==> src/rtl/pipeline_ctrl.sv <==
// Central stall/flush/redirect controller for the five-stage MIPS pipeline.
// Prioritises stage stall requests, turns ID branch decisions into PC redirects, and tracks delay slots.
module pipeline_ctrl #(
  parameter int unsigned       ADDR_W   = 32,
  parameter logic [ADDR_W-1:0] RESET_PC = 32'hBFC0_0000
) (
  input  logic              clk,
  input  logic              rst,
  input  logic              if_stall_req,
  input  logic              id_stall_req,
  input  logic              ex_stall_req,
  input  logic              mem_stall_req,
  input  logic              branch_flag,
  input  logic [ADDR_W-1:0] branch_addr,
  input  logic              next_inst_delayslot_flag,
  input  logic              exc_flag,
  input  logic [ADDR_W-1:0] exc_pc,
  output logic [4:0]        stall,
  output logic              flush,
  output logic              pc_redirect,
  output logic [ADDR_W-1:0] pc_redirect_addr,
  output logic              id_delayslot_flag
);

  typedef enum logic {RUN, BR_PEND} state_t;

  state_t            state_q, state_d;
  logic [ADDR_W-1:0] tgt_q, tgt_d;
  logic              ds_pend_q, ds_pend_d;
  logic              id_ds_q, id_ds_d;
  logic [4:0]        stall_raw;
  logic              id_adv, fetch_ok, ds_set;
  logic              flush_raw, redirect_raw;
  logic [ADDR_W-1:0] redirect_addr_raw;

  always_comb begin
    stall_raw = '0;
    if (exc_flag)           stall_raw = 5'b00000;
    else if (mem_stall_req) stall_raw = 5'b01111;
    else if (ex_stall_req)  stall_raw = 5'b00111;
    else if (id_stall_req)  stall_raw = 5'b00011;
    else if (if_stall_req)  stall_raw = 5'b00001;
  end

  assign id_adv   = !stall_raw[1] && !exc_flag;
  assign fetch_ok = !stall_raw[0] && !exc_flag;
  assign ds_set   = next_inst_delayslot_flag && id_adv;

  always_comb begin
    state_d           = state_q;
    tgt_d             = tgt_q;
    flush_raw         = 1'b0;
    redirect_raw      = 1'b0;
    redirect_addr_raw = RESET_PC;
    if (exc_flag) begin
      flush_raw         = 1'b1;
      redirect_raw      = 1'b1;
      redirect_addr_raw = exc_pc;
      state_d           = RUN;
      tgt_d             = '0;
    end else begin
      unique case (state_q)
        RUN: begin
          if (branch_flag && id_adv) begin
            if (!if_stall_req) begin
              redirect_raw      = 1'b1;
              redirect_addr_raw = branch_addr;
            end else begin
              tgt_d   = branch_addr;
              state_d = BR_PEND;
            end
          end
        end
        BR_PEND: begin
          // Target held until the delay-slot fetch completes; new branches ignored.
          redirect_addr_raw = tgt_q;
          if (!if_stall_req && !stall_raw[0]) begin
            redirect_raw = 1'b1;
            state_d      = RUN;
          end
        end
        default: state_d = RUN;
      endcase
    end
  end

  always_comb begin
    id_ds_d   = id_ds_q;
    ds_pend_d = ds_pend_q;
    if (exc_flag) begin
      id_ds_d   = 1'b0;
      ds_pend_d = 1'b0;
    end else if (!stall_raw[1]) begin
      if (fetch_ok) begin
        id_ds_d   = ds_pend_q;
        ds_pend_d = ds_set;
      end else begin
        // Bubble enters IF/ID: it is never a delay slot, the pending mark waits.
        id_ds_d   = 1'b0;
        ds_pend_d = ds_pend_q | ds_set;
      end
    end
  end

  always_ff @(posedge clk or posedge rst) begin
    if (rst) begin
      state_q   <= RUN;
      tgt_q     <= '0;
      ds_pend_q <= 1'b0;
      id_ds_q   <= 1'b0;
    end else begin
      state_q   <= state_d;
      tgt_q     <= tgt_d;
      ds_pend_q <= ds_pend_d;
      id_ds_q   <= id_ds_d;
    end
  end

  // Combinational outputs are forced to their idle values while reset is held.
  assign stall             = rst ? '0 : stall_raw;
  assign flush             = rst ? 1'b0 : flush_raw;
  assign pc_redirect       = rst ? 1'b0 : redirect_raw;
  assign pc_redirect_addr  = rst ? RESET_PC : redirect_addr_raw;
  assign id_delayslot_flag = id_ds_q;

endmodule

==> config.mk <==
export PLATFORM = sky130hd
export DESIGN_NAME = pipeline_ctrl
export DESIGN_NICKNAME = d
export VERILOG_FILES = /design/src/rtl/pipeline_ctrl.sv
export SDC_FILE = /design/constraint.sdc
export NUM_CORES = 1
export LEC_CHECK = 0
export CORE_MARGIN = 8
export CORE_UTILIZATION = 45
export CTS_CLUSTER_SIZE = 40
export DETAILED_ROUTE_END_ITERATION = 10
export PLACE_DENSITY = 0.88
export SYNTH_ARGS = -nofsm -noshare
export SYNTH_HDL_FRONTEND = slang
export SYNTH_SLANG_ARGS = --single-unit
==> constraint.sdc <==
create_clock -name clk -period 4.9 [get_ports clk]
set_input_delay 0.98 -clock clk [delete_from_list [all_inputs] [get_ports clk]]
set_output_delay 0.98 -clock clk [all_outputs]
set_load 0.005 [all_outputs]
# Yosys cells after proc, flatten, opt, wreduce, memory -nomap -nowiden
# Index checks and enable logic that the tools add are counted.
# totals
out_inout_bits	40
regBits	35
in_bits	73
# op_classes
bitwise	2
n_eq_ne	2
muxes	34
reduce_logical	12
# op_table
cell	count
two-way mux 32 bit	8
one-hot mux 32 bit (2 select lines)	1
two-way mux 1 bit	18
two-way mux 4 bit	2
logical AND 1 bit	5
two-way mux 5 bit	1
logical NOT 1 bit	4
!= test 2 bit (second input constant)	2
one-hot mux 1 bit (2 select lines)	2
nonzero test 2 bit	2
two-way mux 3 bit	1
AND reduction 3 bit	1
two-way mux 2 bit	1
NOT 1 bit	1
bitwise OR 1 bit	1

# Depth between registers and ports, before layout
# logic_depth
word_depth	12
ltp_mapped	5
ltp_nobuf	3

# Worst setup path before layout
# Ideal clock, no wire load.
# synth_timing
path_type	input to output
from	input port rst
to	output port pc_redirect_addr[22]
path_slack_ns	1.405
n_path_buf	1
t_required_ns	3.920
stages	3
arrival_time_ns	2.515
path_cell_list	clkinv_1 clkbuf_1 a2bb2oi_1
# synth_via
elab_chain_cells	1
# synth_lines
element	line	rtl
start: declaration	8	input logic rst,
two-way mux 32 bit	123	assign pc_redirect_addr = rst ? RESET_PC : redirect_addr_raw;
end: declaration	21	output logic [ADDR_W-1:0] pc_redirect_addr,
# No other way between the ends.

# Worst setup path after layout
# layout_timing
from	input port mem_stall_req
to	output port pc_redirect_addr[16]
# layout_via
elab_chain_cells	9
# layout_lines
element	line	rtl
start: declaration	12	input logic mem_stall_req,
two-way mux 4 bit	39	else if (mem_stall_req) stall_raw = 5'b01111;
two-way mux 4 bit	38	if (exc_flag) stall_raw = 5'b00000;
logical NOT 1 bit	-	
logical AND 1 bit	45	assign id_adv = !stall_raw[1] && !exc_flag;
logical AND 1 bit	64	if (branch_flag && id_adv) begin
two-way mux 32 bit	64	
one-hot mux 32 bit (2 select lines)	62	unique case (state_q)
two-way mux 32 bit	55	if (exc_flag) begin
two-way mux 32 bit	123	
# No other way between the ends.

==> summary.md <==
| Metric | Value |
|---|---|
| Run status | finished clean |
| Sum Neg Setup Slack | 0 ps |
| Placed Cells | around 440 |
| Mapped cell area | around 2400 sq um |
| Final layout net count | 453 |
| Number of antenna violations at the first check in global routing | 0 |
| Crit path top cell by count | clkdlybuf4s50_1 |
| Clk sink count | 35 |
| List of cells traversed by the critical path | clkdlybuf4s50_1 > nor4_4 > and4b_1 > buf_4 > a22o_1 > clkdlybuf4s50_1 |
| Post-CTS repair timing setup buffer count | 0 |
| Starting density of the core | between 40% and 50% |
| CORE AREA | around 5000 sq um |
| CTS Buf Count | 5 |
| Power density relative to cell area | 215 nW/um^2 |
| Area added between synthesis and finish | 50.8% |
| # DRC | 0 |
| Cell taking the most area after synthesis | dfrtp_1 |
| Clock tree from TritonCTS | built |
| Buf/Inv on CP | 3 |
| Syn_area_per_cell | 8.47 sq um |
| Vias per Instance | ~5.3 |
| Aggregate global routing overflow | 0 |
| Yosys synthesis warning count | 0 |
| Internal power summed over all cells | 0.000594 W |
| First-pass GRT wire length | 11,700 microns |
| Top fanout value on the critical path | 18 |
| Filler Cell Count | 440 |
| Net Count, Synth | about 350 |
| Final setup skew | just under 4 ps |
| Maximum operating frequency | 233 MHz |
| IO buf count | 111 |
| Drt first pass iters | 4 |
| Final Hold Fails | 0 |
| Count of endpoints failing setup in the final report | 0 |
| Setup repair after global routing missed its margin | false |
| Share of Yosys cell area claimed by the top area cell type | between 30% and 40% |
| Register share of total power | between 30% and 40% |
| DRC marker count from the first detailed-route iteration | between 70 and 80 |
| Post_cts resized | 0 |
| Critical path arrival | between 3000 and 4000 ps |
| Clock transition time at the flip-flop clock pins of the worst setup and hold paths | around 70 ps |
| Number of standard-cell rows in the floorplan | 26 |
| Most common cell after layout, fill and taps aside | clkdlybuf4s50_1 |
| Via Count | around 2,400 |
| Vert. Die Dim | 88.7 microns |
| Commonest non-fill, non-tap cells in the layout | 110 x clkdlybuf4s50_1, 97 x nand2_1, 35 x dfrtp_1 |
| Number of maximum-capacitance violations | 0 |
| Largest net degree at the start of global routing | 47 |
| Clock power frac | between 40% and 50% |
| Post-detail-place hpwl | approximately 5500 microns |
| Share of the cycle needed by the critical path after routing | a little under 90% |
| CP top delay family | buffers and inverters |
| Slowest cell on the critical path | clkdlybuf4s50_1 |
| Pins Over Slew Limit | 0 |
| Top post-synthesis cells by area | dfrtp_1 37%, nand2_1 15%, mux2i_1 13%, a22o_1 6.3%, o21ai_0 3.8% |
| CTS Buffer Depth | 2 |
| RePlAce Congestion | slightly above 0.8 |
| Critical path class | input port to primary output |
| Final period demand of the worst path | approximately 4300 ps |
| Die outline area | 7870 sq um |
| Number of H-tree levels | 2 |
| Remaining antenna violation count | 0 |
| Number of global-route vias before repair | 2,383 |
| Number of diodes added for antenna fixing | 0 |
| Net switching power figure | around 0.00018 W |
| Post-place instance area | roughly 3500 sq um |
| Switching power as a share of total power | a little under a quarter |
| Worst-case vdd ir drop | around 0.18 mV |
| Post-DR wirelength/cell | around 16 microns |
| Critical path required time | 3920 ps |
| Post-route cell area | around 3600 sq um |
| Delay of the slowest cell on the worst path | roughly 520 ps |
| Post-synthesis cell count | around 280 |
| Logic pwr share | a little over a fifth |
| Width of the die | 88.7 microns |
| Synth Register Bits | 35 |
| Startpoint type of the worst setup path | input port |
| Post-Route WL | around 7400 microns |
| Clock root buffer | clkbuf_8 |
| Hold WC Path Type | flip-flop to flip-flop |
| Hold Slack | 526 ps |
| Cts hold-fix bufs | 0 |
| Non-filler instance count after layout | 451 |
| Count of distinct cell types in the synthesized netlist | 30 |
| Kind of end point of the critical path | primary output |
| Max-Slew Margin vs Limit | 46.2% |
| Slew @ Worst Pin | just over 800 ps |
| Clock network latency to the later pin of the worst-skew pair | 280 ps |
| Overall routing resource usage | between 10% and 20% |
| Fraction of the yosys area taken by sequential cells | around 37% |
| Number of top-level pins | approximately 110 |
| Leakage power of the design | around 1.4 nW |
| Layout cells sized above 1 | slightly below 6% |
==> cells in the mapped netlist <==
master     instances
a21oi_1            4
a22o_1            17
a22oi_1            6
a2bb2oi_1          9
and2_1             1
and4b_1            2
buf_12             3
buf_2              1
buf_4              3
buf_6              2
clkbuf_1          17
clkinv_1           1
conb_1             1
dfrtp_1           35
inv_2              1
mux2_2             1
mux2i_1           31
nand2_1           97
nand2b_1           3
nand3b_1           1
nand4b_1           1
nor2_1             2
nor2b_1            3
nor3_1             3
nor3_2             1
nor4_4             1
o21a_1             1
o21ai_0           18
o22ai_1            9
o2bb2ai_1          6
==> path summary, 6_finish.rpt <==
check	start	to	slack (ps)	depth (start not counted)
setup / recovery	mem_stall_req	pc_redirect_addr[16]	610	6
hold / removal	tgt_q[18]	tgt_q[18]	530	2
setup reg to reg	state_q	tgt_q[6]	2730	3
hold reg to reg	tgt_q[18]	tgt_q[18]	530	2
max in group asynchronous	rst	tgt_q[15]	2710	4
min in group asynchronous	rst	tgt_q[20]	1370	2
==> worst register-to-register path: stages, from the launching register on <==
cell	delay, ps
dfrtp_1	680
and4b_2	750
buf_4	410
mux2i_1	250
==> registers in the layout, summed over array words and instances (netlist names) <==
name               flops
id_delayslot_flag      1
tgt_q                 32
ds_pend_q              1
state_q                1
==> area by class of cell <==
class | count | area, sq um | area share [%]
Tap cell | 70 | 87.6 | 2.44
Clock buffer | 5 | 68.8 | 1.92
Sequential cell | 35 | 876 | 24.4
Inverter | 2 | 7.51 | 0.209
Timing Repair Buffer | 118 | 1160 | 32.3
Multi-Input combinational cell | 218 | 1320 | 36.9
Clock inverter | 3 | 67.6 | 1.88
==> power by group through the flow <==
| stage | sequential [W] | combinational (W) | clock (W) |
|---|---|---|---|
| floorplan | 0.000300 | 0.0000640 | 0 |
| global placement | 0.000302 | 0.000162 | 0 |
| detailed placement | 0.000302 | 0.000166 | 0 |
| CTS | 0.000296 | 0.000167 | 0.000318 |
| global route | 0.000297 | 0.000180 | 0.000330 |
| finish | 0.000296 | 0.000165 | 0.000311 |
==> cell families after synthesis <==
kind of cell           after synthesis  synth area share, %
AOI/OAI and AO/OA                   70                 21.0
muxes                               32                 13.5
DFF                                 35                 36.8
and+or+nand+nor                    115                 20.9
other                                1                0.158
buffers and inverters               28                 7.62
==> routing by layer <==
metal / routed length [microns] / vias up / GRT usage, %
li1: - / 1183 / -
met1: 3280 / 1107 / 23.1
met2: 3360 / 96 / 30.8
met3: 681 / 5 / 6.87
met4: 48 / 0 / 4.15
met5: 0 / - / 0
==> per-stage QoR <==
stage	worst slack (ps)	util, %	total power, W
2_1_floorplan	1400	-	0.000364
3_3_place_gp	733	67.6	0.000464
3_5_place_dp	599	67.6	0.000467
4_1_cts	590	70.3	0.000780
5_1_grt	456	70.3	0.000806
6_report	610	70.3	0.000772
Power figures use the tool's default switching activity.
==> RTL change (same flow settings) <==
The parameter `ADDR_W` goes from 32 to 36.
--- a/src/rtl/pipeline_ctrl.sv
+++ b/src/rtl/pipeline_ctrl.sv
@@ -2,5 +2,5 @@
 // Prioritises stage stall requests, turns ID branch decisions into PC redirects, and tracks delay slots.
 module pipeline_ctrl #(
-  parameter int unsigned       ADDR_W   = 32,
+  parameter int unsigned       ADDR_W   = 36,
   parameter logic [ADDR_W-1:0] RESET_PC = 32'hBFC0_0000
 ) (
Ports: changed (resized branch_addr, exc_pc and pc_redirect_addr); port bits go from 113 to 125. The function was not compared with the original's and may differ.
==> RTL change against the original RTL <==
  * Wire length increased by 16%
  * Area after synthesis increased by 13%
  * Worst setup slack improved by 50 ps
  * Total power increased by 3.4%
  * Final area increased by 12%
  * Final cell count increased by 6.2%
  * Sequential cell count increased by 4
  * Register-to-register slack got worse by 70 ps
  * Critical path type unchanged
  * Critical endpoint is now pc_redirect_addr[9]
==> RTL change: results (changes against the original RTL) <==
stage;metric;value;unit;change
global_routing;GR Util met3;3.125;%;-3.7 points
run_status;status;completed;;
routing;DR pass1 iterations;4;;unchanged
worst_hold_path;Hold Path Sink;tgt_q[24];;
synth;most frequent cells after synthesis;nand2b_1, dfrtp_1, mux2i_1, nand2_1, o21ai_0;;
global_routing;M2 GR Usage;33.96;%;+3.2 points
cts;clk slew on worst S/H paths;80;ps;
synth;synthesized area per cell;9.211;µm²;+8.8%
routing;DRT iter0 DRCs;124;;+70%
pwr;VDD IR max;0.0001335;V;-26%
routing;vias;2634;;+10%
pwr;Leakage;1.568;nW;+10%
synth;Seq/Total Area, Yosys;36.16;%;-0.64 points
routing;Detailed Route WL;8516;µm;+16%
worst_setup_path;R2R Setup Slk;2660;ps;-70 ps
worst_setup_path;RR Endpoint;tgt_q[22];;
synth;Syn Nets;374;;+5.6%
place;Post-DP HPWL;6295;µm;+13%
place;Post-DP Area;3887;µm²;+13%
place;Cells after DPL;471;;+6.3%
synth;top cells by area, synth;dfrtp_1, mux2i_1, nand2b_1;;
global_routing;All-Layer GR Usage;18.81;%;-0.077 points
global_routing;M1 GR Usage;21.89;%;-1.2 points
final_layout;max reg flops;36;;+13%
routing;routed len/inst;17.78;µm;+8.8%
final_layout;share of post-route cells with drive strength above 1;5.198;%;-0.58 points
worst_setup_path;arrival time at the worst endpoint;3260;ps;-50 ps
worst_setup_path;FF-to-FF path depth;4;;+1
global_routing;first-pass GRT wire length;13390;µm;+14%
worst_hold_path;Hold Startpoint;tgt_q[24];;
global_routing;vias in the first global route;2688;;+13%
worst_setup_path;max incr delay on CP;690;ps;+170 ps
timing;Slew @ Worst Pin;846.8;ps;+40.22 ps
synth;post-synthesis compound-gate area fraction;21.19;%;+0.21 points
worst_hold_path;HP Class;flip-flop to flip-flop;;
==> RTL change: changes by cell type in the layout (fill, tap and decap cells not counted), moves of 3 or more <==
cell | before | now
a22oi_1 | 6 | 13
nand2_1 | 97 | 35
o2bb2ai_1 | 6 | 13
nand2b_1 | 3 | 53
nor2_1 | 2 | 5
o22a_1 | 0 | 3
o21ai_0 | 18 | 15
clkdlybuf4s50_1 | 110 | 122
nor3_1 | 3 | 6
mux2i_1 | 31 | 35
dfrtp_1 | 35 | 39
a22o_1 | 17 | 14
o22ai_1 | 9 | 6
==> RTL change: cell type report <==
type | count | area (µm²) | share of cell area (%)
tap | 75 | 93.84 | 2.343
sequential | 39 | 975.9 | 24.37
multi-input combinational | 223 | 1520 | 37.96
clock inverter | 2 | 35.03 | 0.8747
inverter | 3 | 11.26 | 0.2812
timing repair buffer | 131 | 1286 | 32.11
clock buffer | 6 | 82.58 | 2.062
==> RTL change: worst max-delay path by stage <==
stage	start	end	slack, ps
global placement	rst	pc_redirect_addr[20]	810
floorplan	rst	pc_redirect_addr[19]	1220
CTS	rst	pc_redirect_addr[9]	660
detailed placement	rst	pc_redirect_addr[20]	720
global route	rst	pc_redirect_addr[9]	550
finish	rst	pc_redirect_addr[9]	660
==> RTL change: where the power goes <==
group / switching (W) / internal, W / leakage [nW]
Combinational: 0.0000733 / 0.000116 / 0.965
Sequential: 0.00000292 / 0.000326 / 0.543
Clock: 0.000116 / 0.000165 / 0.0612
Total: 0.000192 / 0.000606 / 1.57
==> RTL change: cell families after synthesis <==
group                  count (synthesis)
flip-flops                            39
buffers and inverters                 31
other                                  1
AO/OA/AOI/OAI                         77
multiplexers                          36
AND/OR/NAND/NOR                      109
==> RTL change: per-stage QoR <==
stage	setup WS (ps)	power (W)	utilization (%)
after detailed placement	715.6	0.0005233	66.45
after global placement	814.2	0.0005200	66.45
after floorplan	1218	0.0004093	-
after CTS	659.3	0.0008016	68.46
after global routing	554.2	0.0008270	68.46
final	660.2	0.0007982	68.46
==> RTL change: layer usage <==
metal | vias to the layer above | wire [µm]
li1 | 1260 | -
met1 | 1279 | 3496
met2 | 86 | 4490
met3 | 9 | 416
met4 | 0 | 112
met5 | - | 0
==> RTL change: worst max-delay path, delay by kind of cell <==
| kind | cells | cell delay [ps] |
|---|---|---|
| AOI/OAI and AO/OA | 1 | 220 |
| buffers and inverters | 3 | 1520 |
| and+or+nand+nor | 2 | 510 |
